<file path="config.mk">
export PLATFORM = sky130hd
export DESIGN_NAME = exception_ctrl
export DESIGN_NICKNAME = d
export VERILOG_FILES = /design/src/rtl/exception_ctrl.sv
export SDC_FILE = /design/constraint.sdc
export NUM_CORES = 1
export LEC_CHECK = 0
export BUFFER_PORTS_ARGS = -buffer_cell sky130_fd_sc_hd__clkbuf_2
export CAP_MARGIN = 40
export CORE_AREA = 5 5 109 111
export CTS_CLUSTER_DIAMETER = 100
export CTS_CLUSTER_SIZE = 30
export DETAILED_ROUTE_END_ITERATION = 6
export DIE_AREA = 0 0 114 116
export PLACE_DENSITY = 0.81
export SLEW_MARGIN = 20
export SYNTH_ARGS = -nofsm -noshare
export SYNTH_HDL_FRONTEND = slang
export SYNTH_SLANG_ARGS = --single-unit
export TNS_END_PERCENT = 5
</file>
<file path="constraint.sdc">
create_clock -name clock -period 8.3 [get_ports clock]
set_input_delay 0.83 -clock clock [delete_from_list [all_inputs] [get_ports clock]]
set_output_delay 0.83 -clock clock [all_outputs]
set_load 0.05 [all_outputs]
</file>
<file path="src/rtl/exception_ctrl.sv">
// exception_ctrl: CP0 exception/interrupt sequencer at the write-back end of
// the pipeline. Picks at most one event per cycle (exception, eret or
// interrupt), updates Status/Cause/EPC, and drives a FLUSH_CYCLES-wide
// pipeline flush with a one-cycle PC redirect to the handler or to EPC.
module exception_ctrl #(
    parameter logic [31:0] HANDLER_ADDR = 32'h0000_F500,
    parameter int unsigned FLUSH_CYCLES = 2
) (
    input  logic        clock,
    input  logic        reset,
    input  logic        wb_valid,
    input  logic        wb_overflow,
    input  logic        wb_divide_zero,
    input  logic        wb_syscall,
    input  logic        wb_break,
    input  logic        wb_reserved_instruction,
    input  logic        wb_eret,
    input  logic        wb_mtc0,
    input  logic [31:0] wb_pc,
    input  logic [31:0] wb_opcplus4,
    input  logic [4:0]  wb_rd,
    input  logic [31:0] wb_rt_value,
    input  logic [5:0]  ext_int,
    output logic        flush,
    output logic        pc_redirect,
    output logic [31:0] redirect_pc,
    output logic        back_from_eret,
    output logic [31:0] cp0_rdata,
    output logic [31:0] status,
    output logic [31:0] cause,
    output logic [31:0] epc
);

    localparam logic [4:0] EXC_INT  = 5'd0;
    localparam logic [4:0] EXC_DIVZ = 5'd7;
    localparam logic [4:0] EXC_SYS  = 5'd8;
    localparam logic [4:0] EXC_BRK  = 5'd9;
    localparam logic [4:0] EXC_RI   = 5'd10;
    localparam logic [4:0] EXC_OV   = 5'd12;

    localparam logic [4:0] IDX_STATUS = 5'd12;
    localparam logic [4:0] IDX_CAUSE  = 5'd13;
    localparam logic [4:0] IDX_EPC    = 5'd14;

    // Counter start value: the entry cycle counts as the first flush cycle.
    localparam logic [2:0] CNT_INIT = 3'(FLUSH_CYCLES - 1);

    typedef enum logic {
        S_IDLE,
        S_FLUSH
    } state_t;

    state_t      r_state;
    logic [2:0]  r_cnt;
    logic        r_ie;
    logic        r_exl;
    logic [5:0]  r_im;
    logic [4:0]  r_exc_code;
    logic [1:0]  r_sw;
    logic [5:0]  r_ip;
    logic [31:0] r_epc;
    logic        r_flush;
    logic        r_pc_redirect;
    logic [31:0] r_redirect_pc;
    logic        r_back_from_eret;

    logic        w_idle;
    logic        w_sync_exc;
    logic [4:0]  w_exc_code;
    logic        w_take_exc;
    logic        w_take_eret;
    logic        w_take_int;
    logic        w_mtc0;

    // Event decode and exception priority (reserved instruction highest).
    // NOTE: every signal assigned in always_comb gets a default first so no
    // path leaves it unassigned, which would otherwise infer a latch.
    always_comb begin
        w_exc_code = EXC_INT;
        if (wb_reserved_instruction) begin
            w_exc_code = EXC_RI;
        end else if (wb_overflow) begin
            w_exc_code = EXC_OV;
        end else if (wb_divide_zero) begin
            w_exc_code = EXC_DIVZ;
        end else if (wb_syscall) begin
            w_exc_code = EXC_SYS;
        end else if (wb_break) begin
            w_exc_code = EXC_BRK;
        end

        w_idle      = (r_state == S_IDLE);
        w_sync_exc  = wb_valid & (wb_reserved_instruction | wb_overflow |
                                  wb_divide_zero | wb_syscall | wb_break);
        w_take_exc  = w_idle & w_sync_exc;
        w_take_eret = w_idle & wb_valid & wb_eret & ~w_sync_exc;
        // Interrupt uses the pre-write IE/IM/EXL, so a same-edge mtc0 to
        // status only takes effect from the following cycle.
        w_take_int  = w_idle & r_ie & ~r_exl & (|(ext_int & r_im)) &
                      ~w_sync_exc & ~(wb_valid & wb_eret);
        w_mtc0      = w_idle & wb_valid & wb_mtc0 & ~w_sync_exc;
    end

    // CP0 register updates, event sequencing and registered flush/redirect.
    // NOTE: sequential state uses non-blocking assignments only; the event
    // updates below deliberately come after the mtc0 writes so that an
    // event on the same edge overrides the register fields it owns.
    always_ff @(posedge clock or posedge reset) begin
        if (reset) begin
            r_state          <= S_IDLE;
            r_cnt            <= '0;
            r_ie             <= 1'b0;
            r_exl            <= 1'b0;
            r_im             <= '0;
            r_exc_code       <= '0;
            r_sw             <= '0;
            r_ip             <= '0;
            r_epc            <= '0;
            r_flush          <= 1'b0;
            r_pc_redirect    <= 1'b0;
            r_redirect_pc    <= '0;
            r_back_from_eret <= 1'b0;
        end else begin
            r_ip             <= ext_int;
            r_pc_redirect    <= 1'b0;
            r_back_from_eret <= 1'b0;

            if (w_mtc0) begin
                case (wb_rd)
                    IDX_STATUS: begin
                        r_im  <= wb_rt_value[15:10];
                        r_exl <= wb_rt_value[1];
                        r_ie  <= wb_rt_value[0];
                    end
                    IDX_CAUSE: r_sw  <= wb_rt_value[9:8];
                    IDX_EPC:   r_epc <= wb_rt_value;
                    default: ;
                endcase
            end

            case (r_state)
                S_IDLE: begin
                    if (w_take_exc || w_take_int || w_take_eret) begin
                        r_state       <= S_FLUSH;
                        r_cnt         <= CNT_INIT;
                        r_flush       <= 1'b1;
                        r_pc_redirect <= 1'b1;
                    end
                    if (w_take_exc) begin
                        r_epc         <= wb_pc;
                        r_exc_code    <= w_exc_code;
                        r_exl         <= 1'b1;
                        r_redirect_pc <= HANDLER_ADDR;
                    end else if (w_take_int) begin
                        if (wb_valid) begin
                            r_epc <= wb_opcplus4;
                        end
                        r_exc_code    <= EXC_INT;
                        r_exl         <= 1'b1;
                        r_redirect_pc <= HANDLER_ADDR;
                    end else if (w_take_eret) begin
                        r_exl            <= 1'b0;
                        r_redirect_pc    <= r_epc;
                        r_back_from_eret <= 1'b1;
                    end
                end
                S_FLUSH: begin
                    if (r_cnt == 3'd0) begin
                        r_state <= S_IDLE;
                        r_flush <= 1'b0;
                    end else begin
                        r_cnt <= r_cnt - 3'd1;
                    end
                end
                default: begin
                    r_state <= S_IDLE;
                    r_flush <= 1'b0;
                end
            endcase
        end
    end

    // Architectural register images and combinational mfc0 read port.
    always_comb begin
        status         = 32'd0;
        status[15:10]  = r_im;
        status[1]      = r_exl;
        status[0]      = r_ie;

        cause          = 32'd0;
        cause[15:10]   = r_ip;
        cause[9:8]     = r_sw;
        cause[6:2]     = r_exc_code;

        epc            = r_epc;

        case (wb_rd)
            IDX_STATUS: cp0_rdata = status;
            IDX_CAUSE:  cp0_rdata = cause;
            IDX_EPC:    cp0_rdata = r_epc;
            default:    cp0_rdata = 32'd0;
        endcase
    end

    assign flush          = r_flush;
    assign pc_redirect    = r_pc_redirect;
    assign redirect_pc    = r_redirect_pc;
    assign back_from_eret = r_back_from_eret;

endmodule

</file>
Word level (Yosys, flattened, before mapping)
Cells that the tools add are included.

Flip-flop bits (word level): 92. Memory bits (read-only): 0. RAM bits: 0. Memories: 0. Word-level logic and storage cells: 91. Input port bits: 117. Latch bits: 0.

Add/sub/neg operators: 1. Div/mod/pow operators: 0. Eq/ne operators: 6. $mul: 0. Shifts and indexed selects: 0. Bitwise logic cells: 22. Reductions and logical operators: 12. Mux-type cells: 37. $lt $le $gt $ge: 0.

Operators by type and width (count): $mux W32 (9); $pmux W32 S3 (1); $mux W4 (5); $eq A5 B4 Y1 const B (3); $mux W1 (15); $and A1 B1 Y1 (13); $reduce_and A2 Y1 (6); $mux W5 (2); $and A6 B6 Y6 (1); $mux W3 (2); $pmux W3 S2 (1); $reduce_or A6 Y1 (1); $ne A2 B1 Y1 const B (2); $not A1 Y1 (4); $or A1 B1 Y1 (4); $pmux W1 S2 (2); $logic_not A3 Y1 (1); $reduce_bool A3 Y1 (1); $sub A3 B1 Y3 const B (1); $logic_or A1 B1 Y1 (2); $ne A2 B2 Y1 const B (1); $reduce_bool A2 Y1 (1).

Depth between registers and ports, before layout
Gate-level depths: netlist (run 1).

Depth after elaboration: 12. Gate-level depth with buffers: 7. Mapped depth without buffers: 6.

Worst setup path before layout (run 1)
OpenSTA, ideal clock, no wires.

Path type: input-to-output. Start point: input wb_rd[4]. End point: output cp0_rdata[2]. Data arrival time: 2.163 ns. Stages on the path: 4. Data required time: 7.470 ns. Path slack: 5.307 ns. Path through: nand3b_1 -> nor3b_1 -> clkbuf_1 -> a22o_1.

Cells in the longest elaborated chain, start to end: 2.

RTL lines: start: declaration (RTL line 21) `input logic [4:0] wb_rd,`; $eq A5 B4 Y1 (RTL line 197) `case (wb_rd)`; $pmux W32 S3 (*) (RTL line 197); end: declaration (RTL line 28) `output logic [31:0] cp0_rdata,`.

Mark *: on every way between the ends. The rest lies on a longest branch, timed or not.

Worst setup path after layout (run 1)
Start point: input wb_rd[4]. End point: output cp0_rdata[11].

The elaborated chain is that of the path after synthesis.

==> run_results.csv, run 1 <==
group,metric,value,unit
die,die_w,114,um
timing,fmax,0.3103,GHz
worst_setup_path,path_class,"input port to output pin",
synthesis,ys.flop_type,"dfrtp_1",
clock_tree,clk_latency,350,ps
worst_setup_path,arrival,2390,ps
power,vdd_ir_drop_max,0.0001775,V
synthesis,synth.area.top_cells,"dfrtp_1 48%, nand2_1 9.8%, buf_4 8.5%",
clock_tree,clkTransAtPathRegs,80,ps
global_routing,grt_pass1_vias,4414,
clock_tree,ctsLongestPathBuffers,2,
synthesis,synth_common_cells,"123 x nand2_1, 91 x dfrtp_1, 53 x buf_4, 32 x o22ai_1, 31 x a31oi_1",
status,status,"finished clean",
worst_setup_path,r2r_setup_slack,5670,ps
timing,setup-tns-final,0,ps
drt,first_iter_violations,297,
final_layout,fin_nets,853,
die,dieHeight,116,um
clock_tree,clock-sinks,91,
drt,dr_total_vias,4516,
clock_tree,cts_tree,"done",
worst_setup_path,critPathRequiredTime,7470,ps
synthesis,ys_warn_count,0,
timing,finalWorstSetupSlack,5077,ps
final_layout,area_growth,27.80,%
drt,avgRoutedWirePerCell,17.73,um
drt,drc,0,
power,p_leak,0.003322,uW
place,gp_congestion,0.8120,
final_layout,drive_gt1_frac,0.3767,
clock_tree,h-tree-depth,3,
die,coreArea,10700,um2
global_routing,grt_pass1_wl,23210,um
worst_setup_path,crit_fanout,8,
place,dpl.hpwl,11730,um
global_routing,grt_max_degree,47,
clock_tree,cts_buffers,9,
worst_setup_path,cp-end-kind,"output pin",
global_routing,gr-total-overflow,0,
synthesis,synth.most_common_cell,"nand2_1",
timing,fin_skew,7.793,ps
timing,grt_setup_unrepaired,"no",
place,port_buffers,235,
run,max_cap_violations,0,
global_routing,grt_antenna_before_repair,0,
worst_setup_path,start_kind,"input port",
timing,hold_viol,0,
synthesis,syn_avg_cell_area,9.179,um2
die,dieArea,13220,um2
synthesis,syn_inst,512,
synthesis,ys_async_sr_fraction,1.000,
synthesis,synth_edf_count,0,
timing,period_share,0.3883,
power,total_power,1744,uW
synthesis,yosys.area.top_type_share,0.4846,
hold_path,hold_class,"register to register",
clock_tree,cts-root-buf,"clkbuf_8",
clock_tree,post_cts_buffers,0,
drt,drt-pass1-iter-count,6,
clock_tree,cts_resized,0,
synthesis,synth_area,4700,um2
final_layout,diodes,0,
drt,drtAntennaViolNets,0,
synthesis,post_synth_num_cell_types,43,
die,start_util,0.4393,
die,ios,280,
global_routing,grtUsageTotal,0.2290,
clock_tree,ctsHoldBuffers,0,
synthesis,seq_area_frac_synth,0.4846,
drt,routed_wl,15570,um
timing,setup_violations,0,
timing,drv_slew,0,
place,place_ws,5084,ps
timing,relSlewSlack,0.5097,
timing,worst_slew_pin_slew,735.4,ps
final_layout,final_util,0.5614,
drt,vias_per_cell,5.144,
synthesis,synth_top_area_cell,"dfrtp_1",
die,rows,38,
synthesis,ys_seq_elements,91,
timing,post-route-min-period,3223,ps
power,power_density,290.4,nW/um2
-- through the flow --
stage	hold WS, ps	std cells	area (um2)
floorplan	456.1	555	4861
global placement	468.1	859	5756
detailed placement	476.0	863	5812
CTS	496.9	878	6006
global route	518.5	878	6006
finish	491.6	878	6006
-- report_power, final --
part,internal [uW],switching [uW]
sequential,547,114
clock,154,147
combinational,181,600
-- registers in the layout, summed over array words and instances (netlist names), 2 cells and up --
register,count
epc,32
redirect_pc,32
r_im,6
r_ip,6
r_exc_code,4
r_cnt,3
r_sw,2
-- area by class of cell --
| cell class | count | area, um2 |
|---|---|---|
| Sequential cell | 91 | 2277 |
| Multi-Input combinational cell | 373 | 2023 |
| Fill cell | 1028 | 4692 |
| Timing Repair Buffer | 246 | 1285 |
| Clock inverter | 2 | 35.03 |
| Clock buffer | 13 | 158.9 |
| Inverter | 13 | 51.30 |
| Tap cell | 140 | 175.2 |
-- per-layer routing --
layer  share of wire  global-route usage  vias to the layer above
met5               0                   0                        -
met4           0.023             0.09026                        0
met3           0.084             0.04178                       21
met2            0.51              0.3985                      233
met1            0.39              0.2825                     2133
li1                -                   -                     2129
-- worst max-delay path, cell delays in order --
cell	delay [ps]
clkbuf_2	90
nand3b_1	250
nor3b_2	510
buf_6	220
a222oi_1	120
inv_1	90
clkbuf_2	270
-- logic make-up (layout without fill, tap and decap cells) --
group / count (synthesis) / in the layout / share of synthesized area
multiplexers: 11 / 11 / 0.02583
buffers and inverters: 91 / 274 / 0.1217
other: 1 / 44 / 0.0007980
adder cells (fa/ha/maj): 2 / 2 / 0.005324
flip-flops: 91 / 91 / 0.4846
AND/OR/NAND/NOR: 211 / 211 / 0.2050
AO/OA/AOI/OAI: 105 / 105 / 0.1568
-- cell usage in the layout, fill, tap and decap left out, types with 2 or more instances in the layout --
| cell type | count |
|---|---|
| a21o_1 | 2 |
| a21oi_1 | 10 |
| a222oi_1 | 6 |
| a22o_1 | 9 |
| a22oi_1 | 3 |
| a31oi_1 | 31 |
| and2_1 | 18 |
| and3_1 | 6 |
| and4_1 | 2 |
| buf_4 | 7 |
| buf_8 | 3 |
| clkbuf_1 | 2 |
| clkbuf_2 | 235 |
| clkbuf_8 | 11 |
| conb_1 | 44 |
| dfrtp_1 | 91 |
| ha_1 | 2 |
| inv_1 | 12 |
| mux2_2 | 9 |
| mux2i_1 | 2 |
| nand2_1 | 123 |
| nand3_1 | 30 |
| nand3b_1 | 2 |
| nor2_1 | 19 |
| nor3_1 | 2 |
| o21ai_0 | 4 |
| o22ai_1 | 32 |
-- final timing paths --
path | startpoint | to | depth (start not counted)
min | flush | flush | 1
max in group asynchronous | reset | epc[1] | 3
max reg2reg | r_state | epc[1] | 6
min reg2reg | flush | flush | 1
max | wb_rd[4] | cp0_rdata[11] | 7
min in group asynchronous | reset | epc[22] | 2
Power figures use the tool's default switching activity.
==> inputs of run 2 (changes only) <==
ABC_AREA = 1   (was unset)
CORE_AREA = 5 5 121 123   (was 5 5 109 111)
DIE_AREA = 0 0 126 128   (was 0 0 114 116)
PLACE_DENSITY = 0.77   (was 0.81)
clock period = 2.7 ns   (was 8.3 ns; I/O delays follow)
==> run 2 against run 1 <==
Cell area increased by 17%. Routed wire length up 25%. Register-to-register slack worse by 4900 ps. Die area is 22% higher. Via count grew 27%. Synthesized cell count increased by 50%. Non-clock buffer count down 1. Hold slack worse by 450 ps. Sequential share of layout area is 5.6 points lower. Setup slack lost 4500 ps. Global-route usage up 0.49 points. Largest cell class is now multi-input combinational cells. Largest power group unchanged.
==> run_results.csv, run 2 <==
group,metric,value,unit
final_layout,area_growth,27.36,%
worst_setup_path,cp-startpoint,"wb_rd[0]",
final_layout,stdcell_count,1164,
timing,hold_viol,0,
clock_tree,clkTransAtPathRegs,70,ps
clock_tree,clock-sinks,91,
place,port_buffers,235,
place,dp.cells,1147,
final_layout,final_cell_mix,"226 x clkbuf_2, 206 x nand2_1, 114 x inv_1",
power,vdd_ir_drop_max,0.0002978,V
worst_setup_path,arrival,1830,ps
synthesis,synth_xor_area_frac,0,
timing,setup_violations,0,
synthesis,synth_mux_area_frac,0,
final_layout,fin_nets,1098,
power,power.switching,3030,uW
synthesis,synth_area,5533,um2
synthesis,ys_seq_elements,91,
synthesis,synth_common_cells,"206 x nand2_1, 115 x inv_1, 96 x nand3_1, 91 x dfrtp_1, 48 x buf_4",
synthesis,yosys.area.top_type_share,0.4116,
synthesis,ys_warn_count,0,
timing,drv_slew,0,
synthesis,synth.most_common_cell,"nand2_1",
drt,avgRoutedWirePerCell,16.74,um
drt,drc,0,
timing,setup-tns-final,0,ps
power,switching_share,0.4967,
clock_tree,cts_buffers,9,
drt,routed_wl,19490,um
worst_setup_path,crit_fanout,18,
timing,fmax,0.4773,GHz
worst_setup_path,reg2regPathDepth,6,
final_layout,fillers,1347,
power,power_density,865.6,nW/um2
global_routing,grt_pass1_vias,5728,
synthesis,synth_simple_gate_area_share,0.3318,
global_routing,grtUsageTotal,0.2339,
clock_tree,cts-root-buf,"clkbuf_16",
global_routing,grt_max_degree,52,
global_routing,gr-total-overflow,0,
timing,worst_slew_pin_slew,721.0,ps
die,dieHeight,128,um
global_routing,grt_antenna_before_repair,1,
power,total_power,6099,uW
synthesis,ys_async_sr_fraction,1.000,
timing,period_share,0.7759,
clock_tree,h-tree-depth,3,
synthesis,seq_area_frac_synth,0.4116,
drt,dr_total_vias,5728,
power,p_clk_frac,0.210,
drt,drt-pass1-iter-count,6,
die,start_util,0.4081,
worst_setup_path,critPathRequiredTime,2430,ps
final_layout,final_util,0.5197,
place,dpl.hpwl,14290,um
worst_setup_path,worstReg2RegStart,"r_state",
timing,relSlewSlack,0.5188,
timing,post-route-min-period,2095,ps
drt,vias_per_cell,4.921,
worst_setup_path,cp-end-kind,"output pin",
worst_setup_path,start_kind,"input port",
final_layout,final_common_cell,"clkbuf_2",
clock_tree,clk_latency,340,ps
synthesis,synth_top_area_cell,"dfrtp_1",
synthesis,synth_compound_area_frac,0.06264,
die,ios,280,
worst_setup_path,path_class,"input port to output pin",
power,p_comb_frac,0.479,
global_routing,grt_pass1_wl,29970,um
synthesis,syn_inst,768,
drt,first_iter_violations,432,
power,intPower,3070,uW
drt,drtAntennaViolNets,0,
synthesis,synth_fa_ha_area_frac,0.004523,
status,status,"finished clean",
power,power.share.sequential,0.311,
final_layout,drive_gt1_frac,0.2866,
clock_tree,cts_tree,"done",
synthesis,synth_edf_count,0,
synthesis,ys.flop_type,"dfrtp_1",
timing,grt_setup_unrepaired,"no",
synthesis,synth_top_family_by_area,"simple AND/OR/NAND/NOR gates",
power,p_leak,0.004213,uW
synthesis,synth.area.top_cells,"dfrtp_1 41%, nand2_1 14%, nand3_1 8.7%",
die,die_w,126,um
hold_path,min-delay-start,"ext_int[5]",
place,gp_congestion,0.8592,
timing,fin_skew,7.049,ps
hold_path,holdPathStages,1,
die,rows,43,
synthesis,syn_avg_cell_area,7.204,um2
synthesis,post_synth_num_cell_types,29,
clock_tree,ctsLongestPathBuffers,2,
timing,hold_ws,44.50,ps
run,max_cap_violations,0,
final_layout,diodes,0,
die,dieArea,16130,um2
hold_path,hold_class,"input port to register",
die,coreArea,13560,um2
==> run 2: cell count changes after synthesis, moves of 18 or more <==
cell	change
inv_1	+102
nand2_1	+83
nand3_1	+66
o21ai_0	+41
nand4_1	+33
a31oi_1	-31
nor2_1	+27
o22ai_1	-27
and2_1	-18
==> run 2: what timing repair did <==
action	CTS	global route
gates resized for setup	0	0
endpoints found under the setup margin	0	0
setup buffers	0	0
hold endpoints to repair	40	0
hold buffers	1	0
==> run 2: power by group through the flow <==
stage / clock (uW) / sequential [uW] / combinational (uW)
3_3_place_gp: 0 / 1910 / 2890
5_1_grt: 1350 / 1930 / 3160
4_1_cts: 1300 / 1900 / 2920
6_report: 1280 / 1900 / 2920
2_1_floorplan: 0 / 2880 / 1240
3_5_place_dp: 0 / 1920 / 2910
==> run 2: stage by stage <==
step                setup WS, ps  area (um2)
finish                     605.0        7047
global route               538.9        7047
CTS                        630.6        7047
detailed placement         499.5        6740
global placement           570.5        6740
floorplan                  66.39        5694
==> run 2: final cells by class <==
type	count	area, um2	area share
clock inverters	4	50.05	0.007102
well taps	180	225.2	0.03196
clock buffers	12	246.5	0.03498
inverters	121	456.7	0.06481
multi-input cells	511	2377	0.3374
repair buffers	245	1414	0.2006
flip-flops and latches	91	2277	0.3232
==> run 2: final timing paths <==
check                             endpoint  slack, ps
setup / recovery              cp0_rdata[9]        600
hold / removal                     r_ip[5]         40
setup reg to reg                     r_exl        790
hold reg to reg            redirect_pc[15]        500
max in group asynchronous  redirect_pc[11]       1500
min in group asynchronous  redirect_pc[16]        530
==> run 2: cell families (layout without fill, tap and decap cells) <==
family,count (synthesis),count (layout)
adder cells (fa/ha/maj),2,2
buffers and inverters,209,382
flip-flops,91,91
other,1,44
AO/OA/AOI/OAI,64,64
AND/OR/NAND/NOR,401,401
==> run 2: critical path, cell delays in order <==
cell and delay (ps):
clkbuf_2 80, inv_1 60, nand3_1 140, nor2_4 120, inv_1 310, buf_4 340
o21ai_0 310, buf_12 190
==> run 2: metal layers <==
| layer | wire length [um] | track usage | vias up |
|---|---|---|---|
| li1 | - | - | 2746 |
| met2 | 9724 | 0.4044 | 302 |
| met5 | 11 | 0 | - |
| met4 | 565 | 0.1022 | 2 |
| met1 | 7601 | 0.2874 | 2627 |
| met3 | 1587 | 0.04083 | 51 |
